[config.mk]
export PLATFORM = sky130hd
export DESIGN_NAME = mul_seq
export DESIGN_NICKNAME = d
export VERILOG_FILES = /design/src/rtl/alu_pkg.sv /design/src/rtl/mul_seq.sv
export SDC_FILE = /design/constraint.sdc
export NUM_CORES = 1
export LEC_CHECK = 0
export ABC_CLOCK_PERIOD_IN_PS = 5000
export CORE_ASPECT_RATIO = 1.1
export CORE_MARGIN = 5
export CORE_UTILIZATION = 59
export CTS_CLUSTER_DIAMETER = 100
export DETAILED_ROUTE_END_ITERATION = 10
export PLACE_DENSITY = 0.84
export SYNTH_ARGS = -nofsm -noshare
export SYNTH_HDL_FRONTEND = slang
export SYNTH_SLANG_ARGS = --single-unit
export TNS_END_PERCENT = 50
[constraint.sdc]
create_clock -name clk -period 5 [get_ports clk]
set_clock_uncertainty 0.1 [all_clocks]
set_input_delay 1.5 -clock clk [delete_from_list [all_inputs] [get_ports clk]]
set_output_delay 1.5 -clock clk [all_outputs]
set_load 0.005 [all_outputs]
[src/rtl/alu_pkg.sv]
// Shared ALU definitions for the M-extension execute path: operation
// encodings for the multiplier and divider, the multiplier state encoding
// and the datapath width.
package alu_pkg;

  localparam int XLEN = 64;

  // Multiplier operation select
  localparam logic [1:0] MUL_OP_MUL    = 2'b00;
  localparam logic [1:0] MUL_OP_MULH   = 2'b01;
  localparam logic [1:0] MUL_OP_MULHSU = 2'b10;
  localparam logic [1:0] MUL_OP_MULHU  = 2'b11;

  // Divider operation select
  localparam logic [1:0] DIV_OP_DIV  = 2'b00;
  localparam logic [1:0] DIV_OP_DIVU = 2'b01;
  localparam logic [1:0] DIV_OP_REM  = 2'b10;
  localparam logic [1:0] DIV_OP_REMU = 2'b11;

  typedef enum logic [1:0] {
    MUL_IDLE = 2'd0,
    MUL_BUSY = 2'd1,
    MUL_FIX  = 2'd2,
    MUL_DONE = 2'd3
  } mul_state_e;

  // rs1 is treated as signed for MULH and MULHSU
  function automatic logic mulSigned1(input logic [1:0] op);
    return (op == MUL_OP_MULH) || (op == MUL_OP_MULHSU);
  endfunction

  // rs2 is treated as signed for MULH only
  function automatic logic mulSigned2(input logic [1:0] op);
    return (op == MUL_OP_MULH);
  endfunction

endpackage

[src/rtl/mul_seq.sv]
// Sequential shift-add multiplier, one multiplier bit per cycle.
// Operands are reduced to magnitudes on acceptance; the product sign is
// restored in a single fix-up cycle before the selected half is registered.
module mul_seq #(
  parameter int XLEN = alu_pkg::XLEN
) (
  input  logic            clk,
  input  logic            rst,
  input  logic            kill,
  input  logic            in_valid,
  output logic            in_ready,
  input  logic [XLEN-1:0] in1,
  input  logic [XLEN-1:0] in2,
  input  logic [1:0]      control,
  output logic            out_valid,
  input  logic            out_ready,
  output logic [XLEN-1:0] out
);

  import alu_pkg::*;

  localparam int CW = $clog2(XLEN) + 1;

  mul_state_e        state_q, state_d;
  logic [1:0]        ctl_q, ctl_d;
  logic              neg_q, neg_d;
  logic [XLEN-1:0]   mcand_q, mcand_d;
  logic [2*XLEN-1:0] acc_q, acc_d;
  logic [CW-1:0]     cnt_q, cnt_d;
  logic [XLEN-1:0]   out_q, out_d;

  logic              sign1, sign2;
  logic [XLEN-1:0]   mag1, mag2;
  logic [XLEN:0]     addSum;
  logic [2*XLEN-1:0] product;

  // Operand magnitudes, partial-sum adder and sign-corrected product
  always_comb begin
    sign1   = mulSigned1(control) & in1[XLEN-1];
    sign2   = mulSigned2(control) & in2[XLEN-1];
    mag1    = sign1 ? (~in1 + 1'b1) : in1;
    mag2    = sign2 ? (~in2 + 1'b1) : in2;
    addSum  = {1'b0, acc_q[2*XLEN-1:XLEN]} + {1'b0, mcand_q};
    product = neg_q ? (~acc_q + 1'b1) : acc_q;
  end

  // Next-state logic for the FSM and datapath registers
  always_comb begin
    state_d = state_q;
    ctl_d   = ctl_q;
    neg_d   = neg_q;
    mcand_d = mcand_q;
    acc_d   = acc_q;
    cnt_d   = cnt_q;
    out_d   = out_q;
    unique case (state_q)
      MUL_IDLE: begin
        if (in_valid && !kill) begin
          ctl_d   = control;
          neg_d   = sign1 ^ sign2;
          mcand_d = mag1;
          acc_d   = {{XLEN{1'b0}}, mag2};
          cnt_d   = '0;
          state_d = MUL_BUSY;
        end
      end
      MUL_BUSY: begin
        if (kill) begin
          state_d = MUL_IDLE;
        end else begin
          if (acc_q[0]) begin
            acc_d = {addSum, acc_q[XLEN-1:1]};
          end else begin
            acc_d = {1'b0, acc_q[2*XLEN-1:1]};
          end
          cnt_d = cnt_q + 1'b1;
          if (cnt_q == CW'(XLEN - 1)) begin
            state_d = MUL_FIX;
          end
        end
      end
      MUL_FIX: begin
        if (kill) begin
          state_d = MUL_IDLE;
        end else begin
          out_d   = (ctl_q == MUL_OP_MUL) ? product[XLEN-1:0] : product[2*XLEN-1:XLEN];
          state_d = MUL_DONE;
        end
      end
      MUL_DONE: begin
        if (kill || out_ready) begin
          state_d = MUL_IDLE;
        end
      end
      default: state_d = MUL_IDLE;
    endcase
  end

  // State and datapath registers with synchronous reset
  always_ff @(posedge clk) begin
    if (rst) begin
      state_q <= MUL_IDLE;
      ctl_q   <= '0;
      neg_q   <= 1'b0;
      mcand_q <= '0;
      acc_q   <= '0;
      cnt_q   <= '0;
      out_q   <= '0;
    end else begin
      state_q <= state_d;
      ctl_q   <= ctl_d;
      neg_q   <= neg_d;
      mcand_q <= mcand_d;
      acc_q   <= acc_d;
      cnt_q   <= cnt_d;
      out_q   <= out_d;
    end
  end

  assign in_ready  = (state_q == MUL_IDLE);
  assign out_valid = (state_q == MUL_DONE);
  assign out       = out_q;

endmodule

==> metrics.md, run 1 <==
| Metric | Value |
|---|---|
| GRT Overall Usage | `0.3499` |
| Number of port buffers | `200` |
| Die area | `38490 um^2` |
| Max Root-Sink Buffers | `3` |
| Period utilization | `0.9094` |
| Setup Crit Path Kind | `input port to flip-flop` |
| Max stage delay on crit path | `0.67 ns` |
| Worst-path cell chain | `clkdlybuf4s50_1, or4_1, or4b_2, nor3_1, nand2_1, or3_1, o31ai_1, xor2_1, a211oi_1, a21oi_1, nor2_1` |
| Post-CTS setup buffer count | `0` |
| Initial Util | `0.5979` |
| Post-route DRC | `0` |
| Die H | `205.3 um` |
| Worst-path maximum fanout | `5` |
| Synth-to-layout area growth | `17.12%` |
| Delay-heaviest family, CP | `simple AND/OR/NAND/NOR gates` |
| Worst min path class | `flip-flop to flip-flop` |
| First-pass GRT wire length | `approximately 110 mm` |
| Worst Setup Start Kind | `input port` |
| WP data required | `between 5 and 6 ns` |
| Drt total wl | `slightly above 70 mm` |
| Setup ws final | `0.4530 ns` |
| Number of max-cap violations | `0` |
| CP Buf/Inv Count | `1` |
| Clock root cell | `clkbuf_16` |
| Most frequent cells in the layout | `nor2_1 (387), dfxtp_1 (267), nand2_1 (259), a21oi_1 (240), clkdlybuf4s50_1 (199)` |
| Fillers | `about 2900` |
| Critical Path End | `acc_q[54]$_SDFFE_PP0P_` |
| Routed len/inst | `21.12 um` |
| # IOs | `201` |
| H-tree levels | `1` |
| Synthesis Warnings | `0` |
| Cts bufs inserted | `30` |
| Hold buffers post-CTS | `0` |
| Gate Count Post-Synth | `2811` |
| Async S/R FF share, synth | `0` |
| Synth Area per Inst | `7.274 um^2` |
| TritonRoute pass-1 iters | `9` |
| Worst EP arrival | `4.88 ns` |
| Layout cell share with drive strength beyond 1 | `0.06339` |
| HPWL after detailed placement | `53.05 mm` |
| CP startpoint | `in2[21]` |
| Unrepaired setup endpoints after global routing | `no` |
| Main synth FF type | `dfxtp_1` |
| Final setup viols | `0` |
| Area leader, netlist | `dfxtp_1` |
| Maximum VDD drop | `0.2848 mV` |
| Pin count of the biggest net entering global routing | `151` |
| NumNets Final | `between 3000 and 4000` |
| Synthesized area | `20450 um^2` |
| Vias in the first global route | `roughly 21000` |
| EDFF count, synth | `0` |
| Post-CTS sizing | `0` |
| Fin crit period | `4.547 ns` |
| FP Rows | `71` |
| Initial antenna violation count | `0` |
| Status | `completed` |
| Critical Path Sink Type | `flip-flop` |
| LEAKAGE | `8.715 nW` |
| Slowest-stage cell, CP | `or4b_2` |
| Area contributors post-synth | `dfxtp_1 (26%), nor2_1 (7.2%), a21oi_1 (5.9%)` |
| Diode count | `0` |
| Rel. slew slack | `0.3190` |
| CP Depth | `11` |
| Util after Layout | `0.7002` |
| Drt initial violations | `2243` |
| Floorplan core area | `34200 um^2` |
| Via/cell ratio | `approximately 6.7` |
| Hold violation total from the final report | `0` |
| Via Count | `22470` |
| RR Endpoint | `out[27]$_SDFFE_PP0P_` |
| Fmax | `0.2199 GHz` |
| Yosys reg bits | `268` |
| R2R cell count | `8` |
| Commonest non-fill, non-tap cell in the layout | `nor2_1` |
| Count of pins over their slew limit | `0` |
| Clk slew on worst S/H paths | `0.06 ns` |
| Register area share after synthesis | `0.2624` |
| Antenna Nets Post-Route | `0` |
| Die extent in x | `187.5 um` |
| Place WS | `-0.05733 ns` |
| Reg-to-reg startpoint | `acc_q[46]$_SDFFE_PP0P_` |
| Gr ovfl total | `0` |
| Worst skew pair latency | `roughly 0.59 ns` |
| Global placement routability congestion | `roughly 1.0` |
| Slew @ Worst Pin | `slightly above 1 ns` |
| Pwr Density | `247.3 nW/um^2` |
| Synth Net Count | `3016` |
| CTS Sinks | `268` |
| CTS tree | `built` |
| Library cells used by synthesis | `86` |
| Post-synth top area share | `0.2624` |
| TNS Setup | `0 ns` |
| Reg-to-reg slack, setup | `between 0.7 and 0.8 ns` |
| Hold slack final | `0.3466 ns` |
| Worst hold path depth | `2` |
==> tightest hold or removal path: stages (launching register included) <==
cell	delay (ns)
dfxtp_1	0.31
nand2_1	0.05
nand2_1	0.04
==> sequential cells by signal, indices dropped and copies added (netlist names) <==
| name | count |
|---|---|
| out | 64 |
| mcand_q | 64 |
| ctl_q | 2 |
| cnt_q | 7 |
| neg_q | 1 |
| acc_q | 128 |
| state_q | 2 |
==> where the power goes <==
part / total [mW] / internal, mW / switching [mW] / leakage (nW)
registers: 2.34 / 2.22 / 0.122 / 2.18
logic: 1.28 / 0.501 / 0.776 / 6.03
clock network: 2.30 / 1.33 / 0.977 / 0.501
==> how the worst min path moves through the flow <==
stage / end / from / slack [ns]
2_1_floorplan: out[33]$_SDFFE_PP0P_ / out[33]$_SDFFE_PP0P_ / 0.33
4_1_cts: out[27]$_SDFFE_PP0P_ / out[27]$_SDFFE_PP0P_ / 0.35
3_3_place_gp: out[35]$_SDFFE_PP0P_ / out[35]$_SDFFE_PP0P_ / 0.33
5_1_grt: out[38]$_SDFFE_PP0P_ / out[38]$_SDFFE_PP0P_ / 0.37
3_5_place_dp: out[27]$_SDFFE_PP0P_ / out[27]$_SDFFE_PP0P_ / 0.34
6_report: out[27]$_SDFFE_PP0P_ / out[27]$_SDFFE_PP0P_ / 0.35
==> synthesized netlist by cell type, types with 37 or more instances <==
library cell / n
a211oi_1: 114
a21oi_1: 240
clkbuf_1: 199
dfxtp_1: 268
ha_1: 69
nand2_1: 259
nand3_1: 66
nor2_1: 391
nor3_1: 92
nor4_1: 42
o21ai_0: 161
o31ai_1: 47
or3_1: 37
xnor2_1: 101
xor2_1: 125
==> cell type report <==
| cell class | instances | area (um^2) | share of cell area |
|---|---|---|---|
| repair buffers | 286 | 2711 | 0.1132 |
| well taps | 438 | 548.0 | 0.02288 |
| multi-input cells | 2289 | 14160 | 0.5912 |
| clock inverters | 17 | 165.2 | 0.006896 |
| inverters | 36 | 135.1 | 0.005642 |
| clock buffers | 38 | 862.1 | 0.03600 |
| flip-flops and latches | 268 | 5369 | 0.2242 |
==> per-stage QoR <==
stage | power, mW | instances | area [um^2]
after floorplan | 3.159 | 2811 | 20450
after global placement | 3.585 | 3317 | 22920
after detailed placement | 3.614 | 3317 | 22920
after CTS | 5.888 | 3372 | 23950
after global routing | 6.146 | 3372 | 23950
final | 5.922 | 3372 | 23950
==> per-layer routing <==
metal	up-vias	wire (um)	GRT usage
li1	10610	-	-
met1	10380	30080	0.4825
met2	1275	30790	0.5521
met3	209	6997	0.04988
met4	0	3337	0.1484
met5	-	0	0
==> cells by family (layout without fill, tap and decap cells) <==
kind of cell,count (synthesis),after routing,share of synthesized area
AOI/OAI and AO/OA,895,895,0.2893
xor gates and xnor gates,226,226,0.09680
adders and majority gates,70,70,0.04320
buffers and inverters,254,377,0.04724
DFF,268,268,0.2624
muxes,25,25,0.01297
and+or+nand+nor,1073,1073,0.2481
No activity file was read; power rests on OpenSTA's default activity.
==> inputs of run 2 (changes only) <==
--- a/config.mk
+++ b/config.mk
@@ -6,12 +6,14 @@
 export NUM_CORES = 1
 export LEC_CHECK = 0
 export ABC_CLOCK_PERIOD_IN_PS = 5000
+export CAP_MARGIN = 15
 export CORE_ASPECT_RATIO = 1.1
 export CORE_MARGIN = 5
 export CORE_UTILIZATION = 59
 export CTS_CLUSTER_DIAMETER = 100
 export DETAILED_ROUTE_END_ITERATION = 10
 export PLACE_DENSITY = 0.84
+export SKIP_LAST_GASP = 1
 export SYNTH_ARGS = -nofsm -noshare
 export SYNTH_HDL_FRONTEND = slang
 export SYNTH_SLANG_ARGS = --single-unit
==> results of run 2 <==
The final DEF is identical to that of run 1; final timing and power are the same.
